`config.mk`:
```
export PLATFORM = sky130hd
export DESIGN_NAME = l1_cache
export DESIGN_NICKNAME = d
export VERILOG_FILES = /design/src/rtl/l1_cache_pkg.sv /design/src/rtl/l1_cache_ctrl.sv /design/src/rtl/l1_cache.sv
export SDC_FILE = /design/constraint.sdc
export NUM_CORES = 2
export LEC_CHECK = 0
export CAP_MARGIN = 15
export CORE_MARGIN = 3
export CORE_UTILIZATION = 40
export DETAILED_ROUTE_END_ITERATION = 10
export GPL_ROUTABILITY_DRIVEN = 0
export SLEW_MARGIN = 20
export SYNTH_ARGS = -nofsm -noshare
export SYNTH_HDL_FRONTEND = slang
export SYNTH_SLANG_ARGS = --single-unit
```
`constraint.sdc`:
```
create_clock -name clk -period 7.3 [get_ports clk]
set_clock_uncertainty 0.05 [all_clocks]
set_input_delay 1.095 -clock clk [delete_from_list [all_inputs] [get_ports clk]]
set_output_delay 1.095 -clock clk [all_outputs]
set_load 0.01 [all_outputs]
```
`src/rtl/l1_cache_pkg.sv`:
```
// Shared types and constants for the L1 cache slice.
package l1_cache_pkg;

  typedef logic [15:0]  lc3b_word;
  typedef logic [1:0]   lc3b_mem_wmask;
  typedef logic [127:0] lc3b_line;

  localparam int LINE_OFFSET_W = 4;
  localparam int WORD_SEL_W    = 3;

  typedef enum logic [1:0] {
    ST_IDLE      = 2'd0,
    ST_WRITEBACK = 2'd1,
    ST_ALLOCATE  = 2'd2
  } cache_state_e;

endpackage

```
`src/rtl/l1_cache_ctrl.sv`:
```
// Miss-handling FSM: sequences writeback/fill handshakes on the physical
// side and produces the load enables used by the cache datapath.
//
// Handshake: pmem_read / pmem_write are raised on entry to ALLOCATE /
// WRITEBACK and held unchanged until the cycle in which pmem_resp is
// sampled high; the transfer completes at that clock edge. They are never
// both high. The CPU side needs no handshake beyond the combinational
// hit/resp pulse generated in the datapath while idle.
module l1_cache_ctrl
  import l1_cache_pkg::*;
(
  input  logic         clk,
  input  logic         reset,
  input  logic         request,
  input  logic         hit,
  input  logic         victim_dirty,
  input  logic         pmem_resp,
  output logic         pmem_read,
  output logic         pmem_write,
  output logic         capture,
  output logic         load_line,
  output logic         clear_dirty,
  output logic         idle,
  output cache_state_e state_dbg
);

  cache_state_e state_q, state_d;

  assign state_dbg = state_q;

  // State register; reset abandons any in-flight physical transaction.
  always_ff @(posedge clk or posedge reset) begin
    if (reset) state_q <= ST_IDLE;
    else       state_q <= state_d;
  end

  // Next-state and handshake/enable decode.
  always_comb begin
    state_d     = state_q;
    pmem_read   = 1'b0;
    pmem_write  = 1'b0;
    capture     = 1'b0;
    load_line   = 1'b0;
    clear_dirty = 1'b0;
    idle        = 1'b0;
    case (state_q)
      ST_IDLE: begin
        idle = 1'b1;
        if (request && !hit) begin
          capture = 1'b1;
          state_d = victim_dirty ? ST_WRITEBACK : ST_ALLOCATE;
        end
      end
      ST_WRITEBACK: begin
        pmem_write = 1'b1;
        if (pmem_resp) begin
          clear_dirty = 1'b1;
          state_d     = ST_ALLOCATE;
        end
      end
      ST_ALLOCATE: begin
        pmem_read = 1'b1;
        if (pmem_resp) begin
          load_line = 1'b1;
          state_d   = ST_IDLE;
        end
      end
      default: state_d = ST_IDLE;
    endcase
  end

endmodule

```
`src/rtl/l1_cache.sv`:
```
// Direct-mapped, write-back, write-allocate L1 cache with flop-based
// line storage. Hits complete combinationally while idle; misses are
// handled by l1_cache_ctrl using the index/tag captured at idle exit.
module l1_cache
  import l1_cache_pkg::*;
#(
  parameter int NUM_SETS = 8
) (
  input  logic          clk,
  input  logic          reset,
  input  logic [15:0]   mem_address,
  input  logic          mem_read,
  input  logic          mem_write,
  input  logic [1:0]    mem_byte_enable,
  input  logic [15:0]   mem_wdata,
  output logic [15:0]   mem_rdata,
  output logic          mem_resp,
  output logic [15:0]   pmem_address,
  output logic          pmem_read,
  output logic          pmem_write,
  output logic [127:0]  pmem_wdata,
  input  logic [127:0]  pmem_rdata,
  input  logic          pmem_resp
);

  localparam int INDEX_W = $clog2(NUM_SETS);
  localparam int TAG_W   = 16 - LINE_OFFSET_W - INDEX_W;

  logic [INDEX_W-1:0]    index;
  logic [TAG_W-1:0]      tag;
  logic [WORD_SEL_W-1:0] word_sel;
  logic                  unused_addr_bit;

  assign index           = mem_address[LINE_OFFSET_W +: INDEX_W];
  assign tag             = mem_address[LINE_OFFSET_W + INDEX_W +: TAG_W];
  assign word_sel        = mem_address[1 +: WORD_SEL_W];
  assign unused_addr_bit = mem_address[0];

  logic [NUM_SETS-1:0] valid_q, dirty_q;
  logic [TAG_W-1:0]    tag_q  [NUM_SETS];
  lc3b_line            data_q [NUM_SETS];
  logic [INDEX_W-1:0]  miss_index_q;
  logic [TAG_W-1:0]    miss_tag_q;

  logic request, hit, victim_dirty, write_hit;
  logic capture, load_line, clear_dirty, idle;
  // FSM state is kept visible on the controller instance for bound checkers.
  cache_state_e fsm_state_unused;

  assign request      = mem_read | mem_write;
  assign hit          = request & valid_q[index] & (tag_q[index] == tag);
  assign victim_dirty = valid_q[index] & dirty_q[index];
  assign mem_resp     = idle & hit;
  assign write_hit    = mem_resp & mem_write;

  l1_cache_ctrl u_ctrl (
    .clk          (clk),
    .reset        (reset),
    .request      (request),
    .hit          (hit),
    .victim_dirty (victim_dirty),
    .pmem_resp    (pmem_resp),
    .pmem_read    (pmem_read),
    .pmem_write   (pmem_write),
    .capture      (capture),
    .load_line    (load_line),
    .clear_dirty  (clear_dirty),
    .idle         (idle),
    .state_dbg    (fsm_state_unused)
  );

  lc3b_word rd_word, merged_word;
  lc3b_line merged_line;

  // Word select for reads and byte merge of CPU write data into the line.
  always_comb begin
    rd_word     = data_q[index][{word_sel, 4'b0000} +: 16];
    merged_word = rd_word;
    if (mem_byte_enable[0]) merged_word[7:0]  = mem_wdata[7:0];
    if (mem_byte_enable[1]) merged_word[15:8] = mem_wdata[15:8];
    merged_line = data_q[index];
    merged_line[{word_sel, 4'b0000} +: 16] = merged_word;
  end

  // Read data is only driven while a read (not write) is completing.
  assign mem_rdata = (mem_resp && !mem_write) ? rd_word : 16'h0000;

  // Physical-side address/data; zero whenever no transaction is active.
  always_comb begin
    pmem_address = 16'h0000;
    pmem_wdata   = '0;
    if (pmem_write) begin
      pmem_address = {tag_q[miss_index_q], miss_index_q, {LINE_OFFSET_W{1'b0}}};
      pmem_wdata   = data_q[miss_index_q];
    end else if (pmem_read) begin
      pmem_address = {miss_tag_q, miss_index_q, {LINE_OFFSET_W{1'b0}}};
    end
  end

  // Line status bits and the miss index/tag latched at idle exit.
  always_ff @(posedge clk or posedge reset) begin
    if (reset) begin
      valid_q      <= '0;
      dirty_q      <= '0;
      miss_index_q <= '0;
      miss_tag_q   <= '0;
    end else begin
      if (capture) begin
        miss_index_q <= index;
        miss_tag_q   <= tag;
      end
      if (write_hit)   dirty_q[index]        <= 1'b1;
      if (clear_dirty) dirty_q[miss_index_q] <= 1'b0;
      if (load_line) begin
        valid_q[miss_index_q] <= 1'b1;
        dirty_q[miss_index_q] <= 1'b0;
      end
    end
  end

  // Tag and data arrays; contents are meaningless until valid is set.
  always_ff @(posedge clk) begin
    if (load_line) begin
      data_q[miss_index_q] <= pmem_rdata;
      tag_q[miss_index_q]  <= miss_tag_q;
    end
    if (write_hit) data_q[index] <= merged_line;
  end

endmodule

```
==> run summary <==
- **maximum fanout along the worst path** 16
- **switching pwr** 4.881 mW
- **initial antenna violation count** 11
- **total count of max-transition violations in the final report** 0
- **core box area** 136,100 um2
- **effective utilization at floorplan** 0.4051
- **share of layout cells above drive strength 1** 0.1953
- **H-tree Lvls** 3
- **synthesis-stage register bit count** 1,126
- **total wire length after detailed routing** 218,200 um
- **number of detailed-route iterations in the first pass** 7
- **die outline area** 142,400 um2
- **commonest non-fill, non-tap cell in the layout** edfxtp_1
- **final hold violations** 0
- **count of max-cap constraint violations** 0
- **unrepaired setup endpoints after global routing** false
- **first-pass GRT wire length** 300,200 um
- **Clock power frac** 0.358
- **most frequent cells in the layout** edfxtp_1, a22oi_1, clkdlybuf4s50_1, mux4_2, mux2i_1
- **number of global-route vias before repair** 38,260
- **remaining antenna violation count** 0
- **number of buffers added by the clock tree synthesis step** 116
- **largest net degree at the start of global routing** 86
- **GR Util met3** 0.1125
- **Root Buffer** clkbuf_16
- **category of the worst setup path launch point** primary input
- **depth of the worst register-to-register path** 7
- **residual overflow from global routing** 0
- **Cell Area, Synth** 55,150 um2
- **Non-Filler Cell Area, Final** 64,630 um2
- **utilization of the core after routing** 0.4747
- **number of resized instances in the post-cts repair step** 0
- **count of final setup violators** 0
- **routed wire length per instance** 37.50 um
- **Worst Hold Class** flop to flop
- **Total Negative Setup Slacks** 0 ns
- **number of sinks handled by clock tree synthesis** 1,126
- **Reg-to-Reg End** data_q[3][2]$_DFFE_PP_
- **met1 usage in global routing** 0.4069
- **result of the run** finished clean
- **global-route met2 utilization** 0.4273
- **post-synthesis sequential area ratio** 0.6103
- **DIE WIDTH** 377.3 um
- **Critical Path Sink Type** primary output
- **Reg2Reg Launch Point** miss_index_q[1]$_DFFE_PP0P_
- **iteration-0 DRC count of the detailed router** 6,677
- **largest cells by area after synthesis** edfxtp_1, mux4_2, a22oi_1
- **Post-CTS Repair Setup Buffers** 0
- **cell area reported after detailed placement** 60,750 um2
- **Pint** 12.08 mW
- **most used flip-flop cell after synthesis** edfxtp_1
- **share of synthesized registers carrying an async set or reset** 0.02664
- **Comb power frac** 0.189
- **DRC Markers** 0
- **headroom to the max-slew limit** 0.1112
- **sequential power share** 0.453
- **P&R area growth vs syn** 17.18%
- **count of flip-flops with a built-in enable after synthesis** 1,096
- **class of the most critical setup path** primary input to primary output
- **final critical-path required period** 6.338 ns
- **final net count** 4,101
- **number of library cell types mapped by synthesis** 72
- **DR vias/cell** 6.946
- **crit path launch** mem_address[3]
- **switching part of the total power** 0.2878
- **number of hold buffers added after CTS** 0
- **die outline height** 377.3 um
- **ratio of final minimum period to clock period** 0.8682
- **ports placed on the boundary** 330
- **CTS tree** built
- **area leader, netlist** edfxtp_1
- **floorplan row count** 135
- **DP Wirelength** 143,000 um
- **clock slew at the register clock pins of the worst setup and hold paths** 0.06 ns
- **Max Freq** 157.8 MHz
- **register-to-register path setup slack** 2.36 ns
- **power density over cell area** 262.4 nW/um2
- **required time of the worst setup path** 6.15 ns
- **layer with the highest usage** met2
- **Warnings, synthesis** 0
- **Port Buf Inserts** 324
- **Worst Setup EP** mem_rdata[11]
- **synthesized area per cell** 15.00 um2
- **Leak Pwr** 20.65 nW
- **insertion delay to the later sink of the worst-skew pair** 0.76 ns
- **post-synth top area share** 0.5967
- **worst voltage drop across the vdd grid** 0.1895 mV
- **signal arrival time at the worst endpoint** 5.19 ns
- **actual transition at the worst max-transition pin** 1.328 ns
- **largest buffer count on any clock path** 3
- **global router's overall resource usage** 0.2991
- **instance count of the mapped netlist** 3,676
- **vias post-DR** 40,430
==> registers in the layout, indices dropped and copies added, names as in the netlist <==
| name | count |
|---|---|
| valid_q | 8 |
| u_ctrl.state_dbg | 2 |
| miss_tag_q | 9 |
| data_q | 1024 |
| dirty_q | 8 |
| miss_index_q | 3 |
| tag_q | 72 |
==> final cells by class <==
class                   count  area, um2
well taps                1781       2228
clock inverters            80      803.3
multi-input cells        2196      19990
flip-flops and latches   1126      33670
repair buffers            467       4775
inverters                  22      82.58
fillers                 11650      71510
clock buffers             139       3052
diodes                      9      22.52
==> through the flow <==
step           cells  power (mW)  setup slack [ns]  hold WS, ns
5_1_grt         5815       17.38            0.9247       0.4292
4_1_cts         5811       16.90             1.198       0.4165
3_5_place_dp    5592       10.92             1.221       0.4022
6_report        5820       16.96            0.9622       0.4125
3_3_place_gp    5590       10.88             1.213       0.4003
2_1_floorplan   3679       9.551            0.7503       0.3837
==> kinds of logic after synthesis <==
kind of cell / synth area share
mux: 0.1818
compound gates: 0.1336
other cells: 0.00006799
flops: 0.6103
fa+ha+maj: 0.001134
simple gates: 0.04195
xor+xnor: 0.001112
buf+inv: 0.03008
==> worst max-delay path, cell delays in order <==
cell	delay, ns
clkdlybuf4s50_1	0.89
inv_1	0.84
nand3_1	0.55
o22ai_1	0.40
a21oi_1	0.11
nor2b_1	0.23
nor2_1	0.41
clkdlybuf4s50_1	0.65
==> power groups by stage <==
stage          Combinational (mW)  Sequential [mW]  Clock, mW
2_1_floorplan                1.83             7.72          0
3_3_place_gp                 3.08             7.80          0
3_5_place_dp                 3.11             7.81          0
4_1_cts                      3.12             7.67       6.11
5_1_grt                      3.30             7.71       6.38
6_report                     3.21             7.68       6.07
==> per-layer routing <==
metal,vias to the layer above,share of wire
met2,3407,0.42
met1,20600,0.37
met4,12,0.050
met5,-,0.00071
met3,568,0.16
li1,15840,-
==> Yosys cell counts (all sizes together), types with 38 or more instances <==
| library cell | instances |
|---|---|
| edfxtp | 1096 |
| a22oi | 351 |
| mux4 | 266 |
| mux2i | 226 |
| clkbuf | 208 |
| nor2 | 170 |
| a31oi | 168 |
| mux2 | 155 |
| nand2 | 140 |
| buf | 127 |
| a21oi | 113 |
| o21ai | 75 |
| a221oi | 68 |
| a41oi | 66 |
| a22o | 49 |
| nand3 | 38 |
==> worst min path at each step <==
stage / from / to / slack [ns] / cells past startpoint
global placement: valid_q[0]$_DFFE_PP0P_ / valid_q[0]$_DFFE_PP0P_ / 0.40 / 1
global route: valid_q[1]$_DFFE_PP0P_ / valid_q[1]$_DFFE_PP0P_ / 0.43 / 1
detailed placement: valid_q[0]$_DFFE_PP0P_ / valid_q[0]$_DFFE_PP0P_ / 0.40 / 1
CTS: valid_q[0]$_DFFE_PP0P_ / valid_q[0]$_DFFE_PP0P_ / 0.42 / 1
finish: valid_q[0]$_DFFE_PP0P_ / valid_q[0]$_DFFE_PP0P_ / 0.41 / 1
floorplan: valid_q[4]$_DFFE_PP0P_ / valid_q[4]$_DFFE_PP0P_ / 0.38 / 1
Note: power is estimated with default switching activity, not from simulation.
